$ cat src/rtl/alu_muldiv_if.sv
// ============================================================================
// Module  : alu_muldiv_if
// Brief   : Request/response bundle for the iterative multiply/divide unit.
// Rev     : 1.0
// ============================================================================
`default_nettype none

interface alu_muldiv_if #(
  parameter int XLEN = 32
);
  logic            valid_i;
  logic [2:0]      op_i;
  logic [XLEN-1:0] a_i;
  logic [XLEN-1:0] b_i;
  logic            flush_i;
  logic            ready_o;
  logic            valid_o;
  logic [XLEN-1:0] result_o;

  modport master (
    output valid_i, op_i, a_i, b_i, flush_i,
    input  ready_o, valid_o, result_o
  );

  modport slave (
    input  valid_i, op_i, a_i, b_i, flush_i,
    output ready_o, valid_o, result_o
  );
endinterface

`default_nettype wire

$ cat src/rtl/alu_muldiv.sv
// ============================================================================
// Module  : alu_muldiv
// Brief   : Iterative radix-2 multiplier / restoring divider, one bit per cycle.
// Rev     : 1.0
// ============================================================================
`default_nettype none

module alu_muldiv #(
  parameter int XLEN = 32
) (
  input  logic          clk_i,
  input  logic          rst_i,
  alu_muldiv_if.slave   bus
);
  localparam int                 CNT_W    = $clog2(XLEN);
  localparam logic [CNT_W-1:0]   CNT_LAST = CNT_W'(XLEN - 1);
  localparam logic [XLEN-1:0]    MOST_NEG = {1'b1, {(XLEN-1){1'b0}}};

  localparam logic [2:0] OP_MUL    = 3'b000;
  localparam logic [2:0] OP_MULH   = 3'b001;
  localparam logic [2:0] OP_MULHSU = 3'b010;
  localparam logic [2:0] OP_MULHU  = 3'b011;
  localparam logic [2:0] OP_DIV    = 3'b100;
  localparam logic [2:0] OP_DIVU   = 3'b101;
  localparam logic [2:0] OP_REM    = 3'b110;
  localparam logic [2:0] OP_REMU   = 3'b111;

  typedef enum logic [1:0] {
    IDLE = 2'd0,
    CALC = 2'd1,
    DONE = 2'd2
  } state_e;

  state_e              state_q, state_d;
  logic [CNT_W-1:0]    cnt_q, cnt_d;
  logic [2:0]          op_q, op_d;
  logic [2*XLEN-1:0]   acc_q, acc_d;
  logic [XLEN-1:0]     opnd_q, opnd_d;
  logic                neg_res_q, neg_res_d;
  logic                neg_rem_q, neg_rem_d;
  logic [XLEN-1:0]     result_q, result_d;
  logic                ready_q, ready_d;
  logic                valid_q, valid_d;

  // Request decode: signedness, magnitudes and divide special cases
  logic                a_signed, b_signed, a_neg, b_neg;
  logic [XLEN-1:0]     a_mag, b_mag, special_res;
  logic                is_div, div_zero, div_ovf;

  always_comb begin
    a_signed = (bus.op_i == OP_MULH) || (bus.op_i == OP_MULHSU) ||
               (bus.op_i == OP_DIV)  || (bus.op_i == OP_REM);
    b_signed = (bus.op_i == OP_MULH) || (bus.op_i == OP_DIV) || (bus.op_i == OP_REM);
    a_neg    = a_signed && bus.a_i[XLEN-1];
    b_neg    = b_signed && bus.b_i[XLEN-1];
    a_mag    = a_neg ? -bus.a_i : bus.a_i;
    b_mag    = b_neg ? -bus.b_i : bus.b_i;
    is_div   = bus.op_i[2];
    div_zero = (bus.b_i == '0);
    div_ovf  = ((bus.op_i == OP_DIV) || (bus.op_i == OP_REM)) &&
               (bus.a_i == MOST_NEG) && (bus.b_i == '1);
    // op_i[1] distinguishes REM/REMU from DIV/DIVU
    if (div_zero) special_res = bus.op_i[1] ? bus.a_i : '1;
    else          special_res = bus.op_i[1] ? '0 : bus.a_i;
  end

  // One iteration of shift-add (multiply) or shift-subtract (divide)
  logic [XLEN:0]       mul_sum, div_shift, div_diff;
  logic [2*XLEN-1:0]   mul_next, div_next, step, prod;
  logic [XLEN-1:0]     quo, rem, fin;

  always_comb begin
    mul_sum   = {1'b0, acc_q[2*XLEN-1:XLEN]} + (acc_q[0] ? {1'b0, opnd_q} : '0);
    mul_next  = {mul_sum, acc_q[XLEN-1:1]};
    div_shift = acc_q[2*XLEN-1:XLEN-1];
    div_diff  = div_shift - {1'b0, opnd_q};
    div_next  = div_diff[XLEN] ? {div_shift[XLEN-1:0], acc_q[XLEN-2:0], 1'b0}
                               : {div_diff[XLEN-1:0],  acc_q[XLEN-2:0], 1'b1};
    step      = op_q[2] ? div_next : mul_next;
    prod      = neg_res_q ? -step : step;
    quo       = step[XLEN-1:0];
    rem       = step[2*XLEN-1:XLEN];
    case (op_q)
      OP_MUL:    fin = prod[XLEN-1:0];
      OP_MULH,
      OP_MULHSU,
      OP_MULHU:  fin = prod[2*XLEN-1:XLEN];
      OP_DIV:    fin = neg_res_q ? -quo : quo;
      OP_DIVU:   fin = quo;
      OP_REM:    fin = neg_rem_q ? -rem : rem;
      OP_REMU:   fin = rem;
      default:   fin = '0;
    endcase
  end

  always_comb begin
    state_d   = state_q;
    cnt_d     = cnt_q;
    op_d      = op_q;
    acc_d     = acc_q;
    opnd_d    = opnd_q;
    neg_res_d = neg_res_q;
    neg_rem_d = neg_rem_q;
    result_d  = result_q;

    if (bus.flush_i) begin
      state_d = IDLE;
      cnt_d   = '0;
    end else begin
      case (state_q)
        IDLE: begin
          if (bus.valid_i) begin
            op_d      = bus.op_i;
            neg_res_d = a_neg ^ b_neg;
            neg_rem_d = a_neg;
            cnt_d     = '0;
            if (is_div && (div_zero || div_ovf)) begin
              result_d = special_res;
              state_d  = DONE;
            end else begin
              acc_d   = {{XLEN{1'b0}}, (is_div ? a_mag : b_mag)};
              opnd_d  = is_div ? b_mag : a_mag;
              state_d = CALC;
            end
          end
        end
        CALC: begin
          acc_d = step;
          cnt_d = cnt_q + CNT_W'(1);
          if (cnt_q == CNT_LAST) begin
            result_d = fin;
            cnt_d    = '0;
            state_d  = DONE;
          end
        end
        DONE:    state_d = IDLE;
        default: state_d = IDLE;
      endcase
    end

    ready_d = (state_d == IDLE);
    valid_d = (state_d == DONE);
  end

  always_ff @(posedge clk_i) begin
    if (rst_i) begin
      state_q   <= IDLE;
      cnt_q     <= '0;
      op_q      <= '0;
      acc_q     <= '0;
      opnd_q    <= '0;
      neg_res_q <= 1'b0;
      neg_rem_q <= 1'b0;
      result_q  <= '0;
      ready_q   <= 1'b1;
      valid_q   <= 1'b0;
    end else begin
      state_q   <= state_d;
      cnt_q     <= cnt_d;
      op_q      <= op_d;
      acc_q     <= acc_d;
      opnd_q    <= opnd_d;
      neg_res_q <= neg_res_d;
      neg_rem_q <= neg_rem_d;
      result_q  <= result_d;
      ready_q   <= ready_d;
      valid_q   <= valid_d;
    end
  end

  assign bus.ready_o  = ready_q;
  assign bus.valid_o  = valid_q;
  assign bus.result_o = result_q;

endmodule

`default_nettype wire

$ cat src/flat_wrapper.sv
// flat-port wrapper written by rule: the top's interface ports become plain ports
module alu_muldiv_flat 
#(
  parameter int XLEN = 32
)
  (clk_i, rst_i, bus_valid_i, bus_op_i, bus_a_i, bus_b_i, bus_flush_i, bus_ready_o, bus_valid_o, bus_result_o);
  alu_muldiv_if #(.XLEN(XLEN)) bus_i ();
  input  logic clk_i;
  input  logic rst_i;
  input wire logic [$bits(bus_i.valid_i)-1:0] bus_valid_i;
  input wire logic [$bits(bus_i.op_i)-1:0] bus_op_i;
  input wire logic [$bits(bus_i.a_i)-1:0] bus_a_i;
  input wire logic [$bits(bus_i.b_i)-1:0] bus_b_i;
  input wire logic [$bits(bus_i.flush_i)-1:0] bus_flush_i;
  output wire logic [$bits(bus_i.ready_o)-1:0] bus_ready_o;
  output wire logic [$bits(bus_i.valid_o)-1:0] bus_valid_o;
  output wire logic [$bits(bus_i.result_o)-1:0] bus_result_o;
  assign bus_i.valid_i = bus_valid_i;
  assign bus_i.op_i = bus_op_i;
  assign bus_i.a_i = bus_a_i;
  assign bus_i.b_i = bus_b_i;
  assign bus_i.flush_i = bus_flush_i;
  assign bus_ready_o = bus_i.ready_o;
  assign bus_valid_o = bus_i.valid_o;
  assign bus_result_o = bus_i.result_o;
  alu_muldiv #(.XLEN(XLEN)) u_core (.clk_i(clk_i), .rst_i(rst_i), .bus(bus_i));
endmodule
$ cat config.mk
export PLATFORM = sky130hd
export DESIGN_NAME = alu_muldiv_flat
export DESIGN_NICKNAME = d
export VERILOG_FILES = /design/src/rtl/alu_muldiv_if.sv /design/src/rtl/alu_muldiv.sv /design/src/flat_wrapper.sv
export SDC_FILE = /design/constraint.sdc
export NUM_CORES = 1
export LEC_CHECK = 0
export CORE_MARGIN = 4
export CORE_UTILIZATION = 45
export CTS_BUF_LIST = sky130_fd_sc_hd__clkbuf_4 sky130_fd_sc_hd__clkbuf_8
export CTS_CLUSTER_DIAMETER = 120
export CTS_CLUSTER_SIZE = 28
export DETAILED_ROUTE_END_ITERATION = 10
export SLEW_MARGIN = 25
export SYNTH_ARGS = -nofsm -noshare
export SYNTH_HDL_FRONTEND = slang
export SYNTH_SLANG_ARGS = --single-unit
$ cat constraint.sdc
create_clock -name clk_i -period 6.1 [get_ports clk_i]
set_input_delay 1.22 -clock clk_i [delete_from_list [all_inputs] [get_ports clk_i]]
set_output_delay 1.22 -clock clk_i [all_outputs]
set_load 0.02 [all_outputs]
* Word level (Yosys, flattened, before mapping)
Index checks and enable logic that the tools add are counted.
Storage, ports and cells: flip-flop bits (word level) 142, bits in latches 0, memory bits (writable) 0, memory bits (read-only) 0, bits of input ports 71, output and inout bits 34, logic and storage cells 94, memories kept 0
Cells by class: add/subtract/negate cells 8, $mul 0, div/mod/pow operators 0, order comparisons 0, equal/unequal tests 20, shift operators 0, mux-type cells 29, bitwise operators 3, reduce and logical (&&, ||, !) cells 24
Operator list (count):
- $mux 32 | 13
- $mux 64 | 5
- $pmux 32 s6 | 1
- $neg 32->32 | 4
- $pmux 64 s2 | 1
- $eq 32x32->1 const B | 2
- $neg 64->64 | 1
- $pmux 32 s2 | 1
- $add 32x33->33 | 1
- $sub 33x32->33 | 1
- $logic_not 32->1 | 1
- $eq 3x3->1 const B | 6
- $mux 5 | 2
- $pmux 5 s2 | 1
- $eq 3x2->1 const B | 3
- $mux 2 | 4
- $reduce_and 4->1 | 2
- $logic_or 1x1->1 | 7
- $eq 3x1->1 const B | 2
- $add 5x1->5 const B | 1
- $eq 5x5->1 const B | 1
- $logic_and 1x1->1 | 5
- $reduce_and 5->1 | 1
- $logic_not 2->1 | 2
- 13 further kinds | 16

* Logic depth before layout (Yosys ltp)
Gate-level depths: netlist of the first run.
depth in word-level cells 11, gate-level depth with buffers 22, gate-level depth less buffers 21

* Worst setup path before layout of the first run
OpenSTA, ideal clock, no wires.
path type register -> register, from register u_core.acc_q[31], to register u_core.result_q[24], in the netlist u_core.bus.result_o[24], setup time 133 ps, arrival 4641 ps, data required time 5967 ps, path slack 1326 ps, stages on the path, launching flop included 23, buffers on the path 1, period minus slack after synthesis 4774 ps, cells stage by stage dfxtp_1 -> inv_1 -> ha_1 -> fa_1 -> nor2b_1 -> o31a_1 -> o21ai_2 -> a21boi_2 -> o21ai_4 -> buf_2 -> a31oi_4 -> ha_1 -> o21ai_0 -> or3_1 -> nand2b_1 -> o21ai_0 -> nor2_1 -> nor2_1 -> o21ai_1 -> a211o_1 -> or4_1 -> a211oi_1 -> nor4_2
On the way: cells in the longest elaborated chain, start to end 8, elaborated cells on any way between the ends 12, classes of those cells 4 x add/sub; 8 x mux
Ends and longest elaborated chain:
- start, declared | RTL line alu_muldiv.sv:37 | logic [2*XLEN-1:0] acc_q, acc_d;
- start signal, assigned | RTL line alu_muldiv.sv:150 | acc_q <= '0;
- start signal, assigned | RTL line alu_muldiv.sv:161 | acc_q <= acc_d;
- $sub 33x32->33 | RTL line alu_muldiv.sv:76 | div_diff = div_shift - {1'b0, opnd_q};
- $mux 64 | RTL line alu_muldiv.sv:77 | div_next = div_diff[XLEN] ? {div_shift[XLEN-1:0], acc_q[XLEN-2:0], 1'b0}
- $mux 64 * | RTL line alu_muldiv.sv:79 | step = op_q[2] ? div_next : mul_next;
- $neg 64->64 (tied with other cells) | RTL line alu_muldiv.sv:80 | prod = neg_res_q ? -step : step;
- $mux 64 (tied with other cells) | RTL line alu_muldiv.sv:80
- $pmux 32 s6 * | RTL line alu_muldiv.sv:83 | case (op_q)
- $mux 32 * | RTL line alu_muldiv.sv:130 | if (cnt_q == CNT_LAST) begin
- $pmux 32 s2 * | RTL line alu_muldiv.sv:110 | case (state_q)
- end signal, assigned | RTL line alu_muldiv.sv:165 | result_q <= result_d;
- end, declared | RTL line alu_muldiv.sv:41 | logic [XLEN-1:0] result_q, result_d;
Every way passes the cells marked *; elsewhere a longest branch is shown, timed or not. The select of a mux whose other input is x is not followed. A chain may end at the register's enable or synchronous reset.

* Worst setup path after layout of the first run
from register u_core.opnd_q[21], to register u_core.result_q[24], in the netlist u_core.bus.result_o[24]
On the way: cells in the longest elaborated chain, start to end 8, elaborated cells on any way between the ends 14, classes of those cells 5 x add/sub; 9 x mux
Ends and longest elaborated chain:
- start, declared | RTL line alu_muldiv.sv:38 | logic [XLEN-1:0] opnd_q, opnd_d;
- start signal, assigned | RTL line alu_muldiv.sv:162 | opnd_q <= opnd_d;
- $sub 33x32->33 or $mux 32 (tied branches) | RTL line alu_muldiv.sv:76, alu_muldiv.sv:73
- $mux 64 or $add 32x33->33 (tied branches) | RTL line alu_muldiv.sv:77, alu_muldiv.sv:73
- $mux 64 * | RTL line alu_muldiv.sv:79
- $neg 64->64 (tied with other cells) | RTL line alu_muldiv.sv:80
- $mux 64 (tied with other cells) | RTL line alu_muldiv.sv:80
- $pmux 32 s6 * | RTL line alu_muldiv.sv:83
- $mux 32 * | RTL line alu_muldiv.sv:130
- $pmux 32 s2 * | RTL line alu_muldiv.sv:110
Marked as above.

==> flow_metrics.env, run 1 <==
export IMPL_syn_area_per_cell_sq_um=6.82
export IMPL_cp_start_kind="register"
export IMPL_grt_pass1_wl_mm=118
export IMPL_maxCapViolations=0
export IMPL_synth_edf_count=0
export IMPL_drt_wl_total_mm=80.3
export IMPL_fp_row_count=70
export IMPL_post_drt_wl_per_cell_um=26.4
export IMPL_cts_tree="built"
export IMPL_post_dp_hpwl_mm=63.3
export IMPL_synth_top_family_by_area="compound AO/OA/AOI/OAI gates"
export IMPL_cts_setup_buffers=0
export IMPL_cts_resized_gates=0
export IMPL_cts_sinks=142
export IMPL_ys_types=103
export IMPL_crit_arrival_ns=5.87
export IMPL_worst_slew_pin_slew_ns=1.09
export IMPL_cts_hold_buf=0
export IMPL_fin_nets=2665
export IMPL_setup_viol=0
export IMPL_worst_ir_drop_vdd_uv=136
export IMPL_synth_top_area_share_pct=16.7
export IMPL_reg2reg_depth=20
export IMPL_yosysTopAreaCell="dfxtp_1"
export IMPL_h_tree_depth=4
export IMPL_synth_ff_type="dfxtp_1"
export IMPL_regArea_sq_um=2850
export IMPL_multi_input_area_sq_um=13200
export IMPL_synth_top_cells_by_count="nor2_1, a21oi_1, nand2_1, o21ai_0, dfxtp_1"
export IMPL_synth_simple_gate_area_share_pct=26.2
export IMPL_rsz0062_at_grt="no"
export IMPL_core_sq_um=37000
export IMPL_die_y_um=203
export IMPL_cp_required_ns=6.45
export IMPL_fin_crit_sh_pct=90.4
export IMPL_cts_path_max_buffers=2
export IMPL_critical_path_class="register to register"
export IMPL_crit_path_end_kind="register"
export IMPL_hold_viol_final=0
export IMPL_finalPower_mw=3.24
export IMPL_seq_area_frac_synth_pct=16.7
export IMPL_synth_compound_area_share_pct=32.2
export IMPL_drtIter0Drc=2644
export IMPL_drive_gt1_share_pct=7.46
export IMPL_postRouteAntennaNets=0
export IMPL_start_util_pct=46.1
export IMPL_via_per_inst=6.54
export IMPL_netlist_area_sq_um=17000
export IMPL_cp_max_fo=10
export IMPL_synth_nets=2640
export IMPL_yosys_warnings=0
export IMPL_n_fill_cell=3824
export IMPL_post_route_min_period_ns=5.52
export IMPL_synth_adder_area_share_pct=6.20
export IMPL_grt_ovfl_total=0
export IMPL_finalSetupTns_ns=0
export IMPL_power_density_nw_per_um2=170
export IMPL_synthXorXnorAreaFrac_pct=8.90
export IMPL_leakage_nw=6.96
export IMPL_top_level_ports=105
export IMPL_yosysMostFrequentCell="nor2_1"
export IMPL_synthArstFlopShare_pct=0
export IMPL_synth_area_leaders="dfxtp_1, nor2_1, a21oi_1"
export IMPL_synthMuxAreaShare_pct=3.93
export IMPL_synth_seq_cells=142
export IMPL_cts_root_buffer="clkbuf_8"
export IMPL_areaGrowthSynthToFinish_pct=11.8
export IMPL_place_congestion=1.06
export IMPL_max_freq_mhz=181
export IMPL_slew_headroom_pct=27.6
export IMPL_portBuffers=104
export IMPL_via_count=19900
export IMPL_dieWidth_um=203
export IMPL_clock_latency_ns=0.50
export IMPL_synth_cells=2497
export IMPL_clk_pin_slew_ns=0.10
export IMPL_grt_max_degree=88
export IMPL_final_max_slew_viol_count=0
export IMPL_finClkSkew_ns=0.0249
export IMPL_drtPass1Iterations=8
export IMPL_grt_pass1_vias=18000
export IMPL_cts_made_buffers=17
export IMPL_hold_class="register to register"
export IMPL_status="complete, no violations"
export IMPL_dieArea_sq_um=41000
export IMPL_grtUsageTotal_pct=37.6
export IMPL_antenna_found_initial=3
export IMPL_hold_depth=2
export IMPL_post_route_drc_count=0
per-layer routing:
metal  part of all wire, %  GRT usage, %
met1                    42          51.4
met2                    43          56.6
met3                    10          8.40
met4                   5.5          17.2
met5                 0.030             0
worst paths after layout:
| kind | startpoint | end | slack, ns |
|---|---|---|---|
| worst min register to register | u_core.bus.result_o[7]$_SDFFE_PP0P_ | u_core.bus.result_o[7]$_SDFFE_PP0P_ | 0.51 |
| worst min-delay path | u_core.bus.result_o[7]$_SDFFE_PP0P_ | u_core.bus.result_o[7]$_SDFFE_PP0P_ | 0.51 |
| worst max-delay path | u_core.opnd_q[21]$_SDFFE_PP0P_ | u_core.bus.result_o[24]$_SDFFE_PP0P_ | 0.58 |
| worst max register to register | u_core.opnd_q[21]$_SDFFE_PP0P_ | u_core.bus.result_o[24]$_SDFFE_PP0P_ | 0.58 |
sequential cells by signal, summed over array words and instances, names as in the netlist:
register and cells:
u_core.opnd_q 32, u_core.bus.ready_o 1, u_core.bus.valid_o 1, u_core.state_q 2, u_core.cnt_q 5, u_core.neg_res_q 1, u_core.bus.result_o 32, u_core.acc_q 64
u_core.neg_rem_q 1, u_core.op_q 3
where the power goes:
group	switching (mW)	internal, mW	total [mW]
combinational	0.887	0.445	1.33
clock	0.450	0.443	0.893
sequential	0.0592	0.960	1.02
layout make-up:
| class | count | area share [%] |
|---|---|---|
| multi-input cells | 2111 | 69.4 |
| flip-flops and latches | 142 | 15.0 |
| repair buffers | 178 | 8.61 |
| well taps | 504 | 3.31 |
| inverters | 72 | 1.42 |
| clock buffers | 17 | 1.23 |
| clock inverters | 13 | 0.999 |
| diodes | 2 | 0.0263 |
metrics by stage:
step                util [%]  hold WS [ns]  std cells  instance area (sq um)  worst slack, ns
finish                  51.5         0.507       3039                  19000            0.583
global route            51.5         0.527       3038                  19000            0.334
global placement        50.3         0.489       3007                  18600            0.720
CTS                     51.5         0.505       3037                  19000            0.715
detailed placement      50.3         0.490       3007                  18600            0.645
floorplan                  -         0.456       2497                  17000             1.33
kinds of logic (layout without fill, tap and decap cells):
group	Yosys count	in the layout
compound gates	830	830
xor+xnor	173	173
fa+ha+maj	86	86
buf+inv	244	280
flops	142	142
mux	66	66
other cells	0	2
simple gates	956	956
critical path, cell delays in order, from the launching register on:
cell      delay [ns]
dfxtp_1         0.50
inv_1           0.11
ha_1            0.43
a21oi_1         0.24
o21ai_1         0.16
a211oi_2        0.34
o21a_1          0.32
nand3_2         0.21
a31oi_4         0.26
ha_1            0.20
o21ai_0         0.19
or3_1           0.50
nand2b_1        0.27
o21ai_0         0.37
nor2_1          0.08
nor2_1          0.10
o21ai_1         0.07
a211o_1         0.33
or4_1           0.40
a211oi_1        0.23
nor4_2          0.06
cells in the final DEF (no fill, tap or decap), types with 41 or more instances in the layout:
| master | Yosys | routed |
|---|---|---|
| ha_1 | 70 | 70 |
| nand2_1 | 224 | 223 |
| mux2i_1 | 59 | 59 |
| dfxtp_1 | 142 | 140 |
| nor3_1 | 66 | 65 |
| buf_4 | 3 | 71 |
| inv_1 | 70 | 70 |
| a21oi_1 | 226 | 226 |
| o21ai_0 | 176 | 176 |
| clkdlybuf4s50_1 | 0 | 102 |
| o211ai_1 | 59 | 59 |
| and2_1 | 46 | 46 |
| a31oi_1 | 41 | 41 |
| a211oi_1 | 66 | 66 |
| xnor2_1 | 118 | 118 |
| xor2_1 | 55 | 55 |
| nor2_1 | 396 | 396 |
No activity file was read; power rests on OpenSTA's default activity.
==> run 2: changes to the inputs <==
--- a/config.mk
+++ b/config.mk
@@ -11,6 +11,7 @@
 export CTS_CLUSTER_DIAMETER = 120
 export CTS_CLUSTER_SIZE = 28
 export DETAILED_ROUTE_END_ITERATION = 10
+export RECOVER_POWER = 50
 export SLEW_MARGIN = 25
 export SYNTH_ARGS = -nofsm -noshare
 export SYNTH_HDL_FRONTEND = slang
==> flow_metrics.env, run 2 (same netlist as run 1, synthesis figures left out) <==
export IMPL_areaGrowthSynthToFinish_pct=11.6
export IMPL_status="complete, no violations"
export IMPL_cts_root_buffer="clkbuf_8"
export IMPL_drt_wl_total_mm=80.4
export IMPL_setup_viol=0
export IMPL_critPathCapture="u_core.opnd_q[25]$_SDFFE_PP0P_"
export IMPL_clk_pin_slew_ns=0.09
export IMPL_start_util_pct=46.1
export IMPL_met1_usage_pct=51.4
export IMPL_layout_common_cells="nor2_1, a21oi_1, nand2_1"
export IMPL_cts_setup_buffers=0
export IMPL_rsz0062_at_grt="no"
export IMPL_post_drt_wl_per_cell_um=26.5
export IMPL_dieWidth_um=203
export IMPL_clock_latency_ns=0.50
export IMPL_busiest_layer="met2"
export IMPL_slew_headroom_pct=26.9
export IMPL_cp_max_fo=64
export IMPL_worst_path_largest_cell_delay_ns=0.73
export IMPL_crit_slowest_cell="clkbuf_2"
export IMPL_hold_depth=2
export IMPL_cts_hold_buf=0
export IMPL_finalSetupTns_ns=0
export IMPL_max_freq_mhz=178
export IMPL_power_density_nw_per_um2=171
export IMPL_grt_pass1_vias=18000
export IMPL_via_per_inst=6.55
export IMPL_critPathLaunch="bus_b_i[2]"
export IMPL_largest_register_ffs=64
export IMPL_cts_path_max_buffers=2
export IMPL_grt_ovfl_total=0
export IMPL_post_dp_hpwl_mm=63.3
export IMPL_post_route_min_period_ns=5.62
export IMPL_combPwrFrac_pct=41.0
export IMPL_drtPass1Iterations=6
export IMPL_dieArea_sq_um=41000
export IMPL_fp_row_count=70
export IMPL_portBuffers=104
export IMPL_via_count=19900
export IMPL_grt_max_degree=88
export IMPL_post_route_drc_count=0
export IMPL_maxCapViolations=0
export IMPL_cpLargestDelayFamily="simple AND/OR/NAND/NOR gates"
export IMPL_swShare_pct=43.1
export IMPL_power_frac_seq_pct=31.4
export IMPL_core_sq_um=37000
export IMPL_power_internal_mw=1.85
export IMPL_top_level_ports=105
export IMPL_multi_input_area_sq_um=13200
export IMPL_clkPwrFrac_pct=27.6
export IMPL_cts_made_buffers=17
export IMPL_die_y_um=203
export IMPL_crit_cells=14
export IMPL_layout_commonest_cell="nor2_1"
export IMPL_fin_crit_sh_pct=92.1
export IMPL_cp_required_ns=6.45
export IMPL_final_max_slew_viol_count=0
export IMPL_crit_buf_inv=3
export IMPL_met3_usage_pct=8.40
export IMPL_regArea_sq_um=2850
export IMPL_critical_path_class="input port to register"
export IMPL_ff2ff_setup_slack_ns=0.58
export IMPL_grt_use_met2_pct=56.6
export IMPL_crit_path_end_kind="register"
export IMPL_worst_slew_pin_slew_ns=1.10
export IMPL_grtUsageTotal_pct=37.6
export IMPL_cp_start_kind="input port"
export IMPL_h_tree_depth=4
export IMPL_top_register="u_core.acc_q"
export IMPL_cp_cell_sequence="clkdlybuf4s50_1 -> or4_1 -> nor3_1 -> nand3b_1 -> nor4_1 -> and2_0 -> and3b_1 -> clkbuf_2 -> o21ai_1 -> nand2_2 -> buf_12 -> a211oi_1 -> a21oi_1 -> nor2_1"
export IMPL_crit_arrival_ns=5.97
export IMPL_hold_viol_final=0
export IMPL_finClkSkew_ns=0.0213
export IMPL_n_fill_cell=3829
export IMPL_reg2reg_from="u_core.opnd_q[21]$_SDFFE_PP0P_"
export IMPL_fin_nets=2665
export IMPL_antenna_found_initial=3
export IMPL_r2r_end="u_core.bus.result_o[24]$_SDFFE_PP0P_"
export IMPL_finalPower_mw=3.25
export IMPL_postRouteAntennaNets=0
export IMPL_place_congestion=1.06
export IMPL_cts_resized_gates=0
export IMPL_leakage_nw=7.06
export IMPL_cts_tree="built"
export IMPL_cts_sinks=142
export IMPL_hold_class="register to register"
export IMPL_drtIter0Drc=2531
export IMPL_reg2reg_depth=20
export IMPL_grt_pass1_wl_mm=118
export IMPL_drive_gt1_share_pct=7.22
export IMPL_worst_ir_drop_vdd_uv=138
export IMPL_p_sw_mw=1.40
## run 2: worst min path at each step
stage                                          from                                   end  slack (ns)
5_1_grt         u_core.bus.result_o[2]$_SDFFE_PP0P_   u_core.bus.result_o[2]$_SDFFE_PP0P_        0.52
4_1_cts         u_core.bus.result_o[0]$_SDFFE_PP0P_   u_core.bus.result_o[0]$_SDFFE_PP0P_        0.50
3_3_place_gp    u_core.bus.result_o[7]$_SDFFE_PP0P_   u_core.bus.result_o[7]$_SDFFE_PP0P_        0.49
3_5_place_dp    u_core.bus.result_o[7]$_SDFFE_PP0P_   u_core.bus.result_o[7]$_SDFFE_PP0P_        0.49
6_report       u_core.bus.result_o[15]$_SDFFE_PP0P_  u_core.bus.result_o[15]$_SDFFE_PP0P_        0.50
2_1_floorplan        u_core.opnd_q[20]$_SDFFE_PP0P_        u_core.opnd_q[20]$_SDFFE_PP0P_        0.46
## run 2: power groups by stage
stage / Sequential [mW] / Combinational, mW / Clock [mW]
finish: 1.02 / 1.33 / 0.897
global route: 1.02 / 1.41 / 0.935
CTS: 1.01 / 1.29 / 0.899
detailed placement: 1.04 / 1.29 / 0
global placement: 1.04 / 1.28 / 0
floorplan: 1.01 / 0.819 / 0
## run 2: area by class of cell
cell class | instances | area share (%)
multi-input combinational | 2111 | 69.4
sequential | 142 | 15.0
timing repair buffer | 178 | 8.57
tap | 504 | 3.32
inverter | 72 | 1.42
clock buffer | 17 | 1.23
clock inverter | 13 | 1.00
antenna | 2 | 0.0263
## run 2: metrics by stage
stage	worst slack (ns)	std cells	cell area (sq um)	hold slack (ns)	utilization (%)
4_1_cts	0.715	3037	19000	0.505	51.5
5_1_grt	0.205	3038	19000	0.524	51.4
2_1_floorplan	1.33	2497	17000	0.456	-
3_3_place_gp	0.720	3007	18600	0.489	50.3
3_5_place_dp	0.645	3007	18600	0.490	50.3
6_report	0.484	3039	19000	0.504	51.4
## run 2: metal layers
layer | up-vias | part of all wire, %
met3 | 188 | 11
met1 | 9481 | 41
met5 | - | 0.034
met2 | 1087 | 43
li1 | 9133 | -
met4 | 4 | 5.4
## run 2: worst reg2reg max path: cells and delay by family (launching register included)
family | cells | cell delay (ns)
AND/OR/NAND/NOR | 7 | 1.62
adder cells (fa/ha/maj) | 2 | 0.63
buffers and inverters | 1 | 0.12
AO/OA/AOI/OAI | 10 | 2.51
flip-flops | 1 | 0.50
